$ cat src/rtl/layer_priority_mux.sv
// Fixed-priority layer compositor: layer 0 wins, one registered cycle of latency,
// plus per-frame overlap statistics. Optional macro LAYER_TRANSPARENT_KEY_EN masks colour-keyed pixels.
module layer_priority_mux #(
  parameter int                NUM_LAYERS  = 4,
  parameter int                RGB_W       = 8,
  parameter int                CNT_W       = 16,
  parameter logic [RGB_W-1:0]  TRANSPARENT = 8'hFF
) (
  input  logic                          clk,
  input  logic                          resetN,
  input  logic [NUM_LAYERS-1:0]         drawRequest,
  input  logic [NUM_LAYERS*RGB_W-1:0]   RGBIn,
  input  logic [NUM_LAYERS*4-1:0]       hitEdgeIn,
  input  logic                          startOfFrame,
  output logic                          drawRequestOut,
  output logic [RGB_W-1:0]              RGBOut,
  output logic [3:0]                    HitEdgeCode,
  output logic [$clog2(NUM_LAYERS)-1:0] layerIdOut,
  output logic [NUM_LAYERS-1:0]         overlapMask,
  output logic [CNT_W-1:0]              overlapPixels,
  output logic                          overlapValid
);

  localparam int ID_W = $clog2(NUM_LAYERS);

`ifdef LAYER_TRANSPARENT_KEY_EN
  localparam bit KEY_EN = 1'b1;
`else
  localparam bit KEY_EN = 1'b0;
`endif

  logic [RGB_W-1:0]      layer_rgb [NUM_LAYERS];
  logic [3:0]            layer_hit [NUM_LAYERS];
  logic [NUM_LAYERS-1:0] eff;

  // With the key disabled the compare folds away and eff is drawRequest verbatim.
  for (genvar gi = 0; gi < NUM_LAYERS; gi++) begin : g_layer
    assign layer_rgb[gi] = RGBIn[gi*RGB_W +: RGB_W];
    assign layer_hit[gi] = hitEdgeIn[gi*4 +: 4];
    assign eff[gi]       = drawRequest[gi] & (~KEY_EN | (layer_rgb[gi] != TRANSPARENT));
  end

  logic             win_found;
  logic [RGB_W-1:0] win_rgb;
  logic [3:0]       win_hit;
  logic [ID_W-1:0]  win_id;

  // Scan from the lowest priority upward so the lowest active index is written last.
  always_comb begin
    win_found = 1'b0;
    win_rgb   = '0;
    win_hit   = '0;
    win_id    = '0;
    for (int i = NUM_LAYERS - 1; i >= 0; i--) begin
      if (eff[i]) begin
        win_found = 1'b1;
        win_rgb   = layer_rgb[i];
        win_hit   = layer_hit[i];
        win_id    = ID_W'(i);
      end
    end
  end

  // Two or more bits set exactly when clearing the lowest set bit leaves something.
  logic overlap_pix;
  assign overlap_pix = |(eff & (eff - NUM_LAYERS'(1)));

  logic                  draw_q,      draw_d;
  logic [RGB_W-1:0]      rgb_q,       rgb_d;
  logic [3:0]            hit_q,       hit_d;
  logic [ID_W-1:0]       id_q,        id_d;
  logic [NUM_LAYERS-1:0] acc_mask_q,  acc_mask_d;
  logic [CNT_W-1:0]      acc_cnt_q,   acc_cnt_d;
  logic [NUM_LAYERS-1:0] ovl_mask_q,  ovl_mask_d;
  logic [CNT_W-1:0]      ovl_cnt_q,   ovl_cnt_d;
  logic                  ovl_valid_q, ovl_valid_d;

  always_comb begin
    draw_d = win_found;
    rgb_d  = win_rgb;
    hit_d  = win_hit;
    id_d   = win_id;
  end

  logic [CNT_W-1:0] acc_cnt_inc;
  assign acc_cnt_inc = (&acc_cnt_q) ? acc_cnt_q : acc_cnt_q + CNT_W'(1);

  // The start-of-frame pixel publishes the closed frame and seeds the new one.
  always_comb begin
    acc_mask_d  = acc_mask_q;
    acc_cnt_d   = acc_cnt_q;
    ovl_mask_d  = ovl_mask_q;
    ovl_cnt_d   = ovl_cnt_q;
    ovl_valid_d = startOfFrame;
    if (startOfFrame) begin
      ovl_mask_d = acc_mask_q;
      ovl_cnt_d  = acc_cnt_q;
      acc_mask_d = overlap_pix ? eff : '0;
      acc_cnt_d  = overlap_pix ? CNT_W'(1) : '0;
    end else if (overlap_pix) begin
      acc_mask_d = acc_mask_q | eff;
      acc_cnt_d  = acc_cnt_inc;
    end
  end

  always_ff @(posedge clk or negedge resetN) begin
    if (!resetN) begin
      draw_q      <= 1'b0;
      rgb_q       <= '0;
      hit_q       <= '0;
      id_q        <= '0;
      acc_mask_q  <= '0;
      acc_cnt_q   <= '0;
      ovl_mask_q  <= '0;
      ovl_cnt_q   <= '0;
      ovl_valid_q <= 1'b0;
    end else begin
      draw_q      <= draw_d;
      rgb_q       <= rgb_d;
      hit_q       <= hit_d;
      id_q        <= id_d;
      acc_mask_q  <= acc_mask_d;
      acc_cnt_q   <= acc_cnt_d;
      ovl_mask_q  <= ovl_mask_d;
      ovl_cnt_q   <= ovl_cnt_d;
      ovl_valid_q <= ovl_valid_d;
    end
  end

  assign drawRequestOut = draw_q;
  assign RGBOut         = rgb_q;
  assign HitEdgeCode    = hit_q;
  assign layerIdOut     = id_q;
  assign overlapMask    = ovl_mask_q;
  assign overlapPixels  = ovl_cnt_q;
  assign overlapValid   = ovl_valid_q;

endmodule

$ cat config.mk
export PLATFORM = sky130hd
export DESIGN_NAME = layer_priority_mux
export DESIGN_NICKNAME = d
export VERILOG_FILES = /design/src/rtl/layer_priority_mux.sv
export SDC_FILE = /design/constraint.sdc
export NUM_CORES = 1
export LEC_CHECK = 0
export CAP_MARGIN = 30
export CORE_UTILIZATION = 35
export CTS_CLUSTER_DIAMETER = 80
export DETAILED_ROUTE_END_ITERATION = 7
export SYNTH_ARGS = -nofsm -noshare
export SYNTH_HDL_FRONTEND = slang
export SYNTH_SLANG_ARGS = --single-unit
$ cat constraint.sdc
create_clock -name clk -period 3.6 [get_ports clk]
set_input_delay 0.36 -clock clk [delete_from_list [all_inputs] [get_ports clk]]
set_output_delay 0.36 -clock clk [all_outputs]
set_load 0.05 [all_outputs]
==> summary.md <==
| Metric | Value |
|---|---|
| GR Overflow Total | 0 |
| Resized Gates After CTS | 0 |
| DR iter-0 viols | 100 |
| Clock sink count | between 50 and 60 |
| Syn Area/Cell | slightly above 10 µm² |
| Hold Crit Class | in2async |
| Final worst-path cycle share | 0.677 |
| Commonest cells in the netlist | 56 x dfrtp_1, 23 x nor2_1, 23 x o21ai_0, 21 x a21oi_1 |
| VDD IR max | between 0.2 and 0.25 mV |
| Most common cell in the netlist | dfrtp_1 |
| Worst Setup End Kind | flop |
| P_int | between 0.001 and 0.0015 W |
| Register bit total from synthesis | 56 |
| Number of synthesized flops with an enable pin | 0 |
| Post-CTS Setup Repair Bufs | 0 |
| Diodes inserted | 0 |
| Final hold viol count | 0 |
| Area leader, netlist | dfrtp_1 |
| Area share of the largest cell type after synthesis | 0.541 |
| Placed cell areas | 3570 µm² |
| Clock tree buffer depth | 2 |
| Layout cells sized above 1 | 0.103 |
| Detail Placement HPWL | between 4 and 5 mm |
| Max Fclk | approximately 400 MHz |
| Required @ worst endpoint | about 3800 ps |
| Initial antenna violation count | 0 |
| Inst Count DP | between 400 and 500 |
| Comb power frac | 0.229 |
| Die W | around 88 µm |
| CP startpoint | drawRequest[1] |
| Pwr Density | between 300 and 400 nW/µm² |
| CP Max Fanout | 13 |
| Reg clk slew, reported paths | roughly 100 ps |
| Clk_skew | approximately 13 ps |
| Max-slew headroom | 0.363 |
| Top delay family on crit path | simple AND/OR/NAND/NOR gates |
| CP Buf/Inv Count | 1 |
| Via density | 5.12 |
| Switch share | 0.283 |
| Clk Tree Root Cell | clkbuf_8 |
| Vias in the first global route | 2,237 |
| Worst-margin pin slew | between 900 and 1000 ps |
| Die extent in y | approximately 90 µm |
| NetSw | approximately 0.00042 W |
| First-pass GRT wire length | ~10 mm |
| Post-route antenna net violation count | 0 |
| Sequential share of the synthesized area | 0.541 |
| Setup tns final | 0 ps |
| Maxcap violations | 0 |
| Reg-to-Reg Start | acc_cnt_q[0] |
| Critical path's slowest cell | clkdlybuf4s50_1 |
| CTS tree | done |
| Clock power share | 0.302 |
| Asr flop ratio synth | 1.00 |
| Top FF cell, synth | dfrtp_1 |
| Unrepaired setup endpoints after global routing | false |
| Slew Viols, Final | 0 |
| Starting Density | 0.371 |
| Via count | ~2,200 |
| WHS | ~23 ps |
| Routability cong. | 0.858 |
| Number of core rows | 30 |
| Wire length per cell | between 10 and 15 µm |
| CTS H-tree depth | 2 |
| Clk Latency, worst-skew pair | 310 ps |
| Leak Pwr | 1.53 nW |
| Setup-failing EPs final | 0 |
| Hold buffers post-CTS | 0 |
| Worst Path Arrival | ~2700 ps |
| GRT Util Overall | 0.178 |
| Top cells by area, synth | dfrtp_1 54%, mux2_2 8.3%, o21ai_0 4.4% |
| Worst path max stage delay | between 700 and 800 ps |
| Cell variety after synth | 37 |
| Top Ports | 91 |
| Cells after Synth | 254 |
| Crit-path cells | clkdlybuf4s50_1 > a211oi_1 > o21ba_1 > nand4bb_1 > or4_1 > a21oi_1 |
| DRT Wirelength | between 6 and 7 mm |
| Ys Warns | 0 |
| Die ar. | ~7700 µm² |
| Syn Nets | 310 |
| CP Launch Type | primary input |
| Cts bufs inserted | 5 |
| Nets | 395 |
| DRC Markers | 0 |
| Port bufs | 90 |
| Core Region | 6980 µm² |
| Status | completed |
| Sequential share of power | 0.469 |
| Crit Path Class | in2reg |
| Design Area, Final | ~3700 µm² |
| Synthesized cell area | 2590 µm² |
| Area growth syn-to-layout | 42.7% |
| Drt pass-1 iters | 4 |
| Tmin final | 2440 ps |
| Non-Filler Instances | 436 |
| Largest net degree at the start of global routing | 34 |
[final timing paths]
| check | to | slack (ps) | cells past startpoint |
|---|---|---|---|
| setup / recovery | acc_cnt_q[15] | 1160 | 6 |
| hold / removal | overlapPixels[5] | 20 | 1 |
| setup reg to reg | acc_cnt_q[0] | 1410 | 5 |
| hold reg to reg | overlapPixels[14] | 510 | 1 |
| max in group asynchronous | overlapPixels[6] | 2740 | 2 |
| min in group clk | overlapPixels[14] | 510 | 1 |
[logic make-up (layout without fill, tap and decap cells)]
family / Yosys count / after routing / share of synthesized area
buffers and inverters: 26 / 112 / 0.0430
AO/OA/AOI/OAI: 72 / 72 / 0.169
AND/OR/NAND/NOR: 76 / 76 / 0.146
flip-flops: 56 / 56 / 0.541
adder cells (fa/ha/maj): 1 / 1 / 0.00483
XOR/XNOR: 4 / 4 / 0.0135
multiplexers: 19 / 19 / 0.0827
[layout by cell type (no fill, tap or decap)]
cell,n
nor4b_1,1
a311oi_1,1
inv_1,8
nand2b_1,1
bufinv_16,1
nand4b_1,1
o21ai_0,23
or4_1,3
buf_4,6
o21ba_1,1
clkbuf_8,7
mux2_2,19
nor2_1,23
nand3_1,4
nand2_1,19
a22oi_1,10
dfrtp_1,56
nor3_1,4
nor3b_1,1
and3_1,3
a211oi_1,5
nand4bb_1,1
nor4_1,3
a2111oi_0,1
nor2b_1,1
o31ai_1,6
a21bo_2,1
a31oi_1,2
clkdlybuf4s50_1,89
a21oi_1,21
nand3b_1,2
ha_1,1
xnor2_1,4
or3_1,4
o41ai_1,1
buf_2,1
nand4_1,4
and2_1,1
[final cells by class]
cell class | instances | area, µm²
Clock inverter | 1 | 30.0
Sequential cell | 56 | 1400
Multi-Input combinational cell | 172 | 1080
Tap cell | 96 | 120
Clock buffer | 7 | 96.3
Inverter | 8 | 30.0
Timing Repair Buffer | 96 | 941
Fill cell | 667 | 3290
[power groups by stage]
stage | clock, W | sequential (W) | combinational (W)
floorplan | 0 | 0.000802 | 0.0000896
global route | 0.000489 | 0.000698 | 0.000366
detailed placement | 0 | 0.000705 | 0.000341
CTS | 0.000458 | 0.000693 | 0.000342
finish | 0.000446 | 0.000693 | 0.000338
global placement | 0 | 0.000704 | 0.000340
[flip-flops by register name (all words and copies together), names as in the netlist]
signal / count
acc_cnt_q: 16
overlapValid: 1
HitEdgeCode: 4
RGBOut: 8
layerIdOut: 2
acc_mask_q: 4
overlapPixels: 16
drawRequestOut: 1
overlapMask: 4
[layer usage]
metal,wire length [µm],track usage,vias up
met2,2860,0.271,86
met1,2750,0.231,1054
met4,102,0.0566,0
met5,0,0,-
met3,534,0.0697,9
li1,-,-,1083
[stage by stage]
step	total power, W	setup WS (ps)	utilization
3_3_place_gp	0.00104	914	0.511
4_1_cts	0.00149	1170	0.529
3_5_place_dp	0.00105	848	0.511
2_1_floorplan	0.000892	1800	-
6_report	0.00148	1160	0.529
5_1_grt	0.00155	985	0.529
Note: power is estimated with default switching activity, not from simulation.
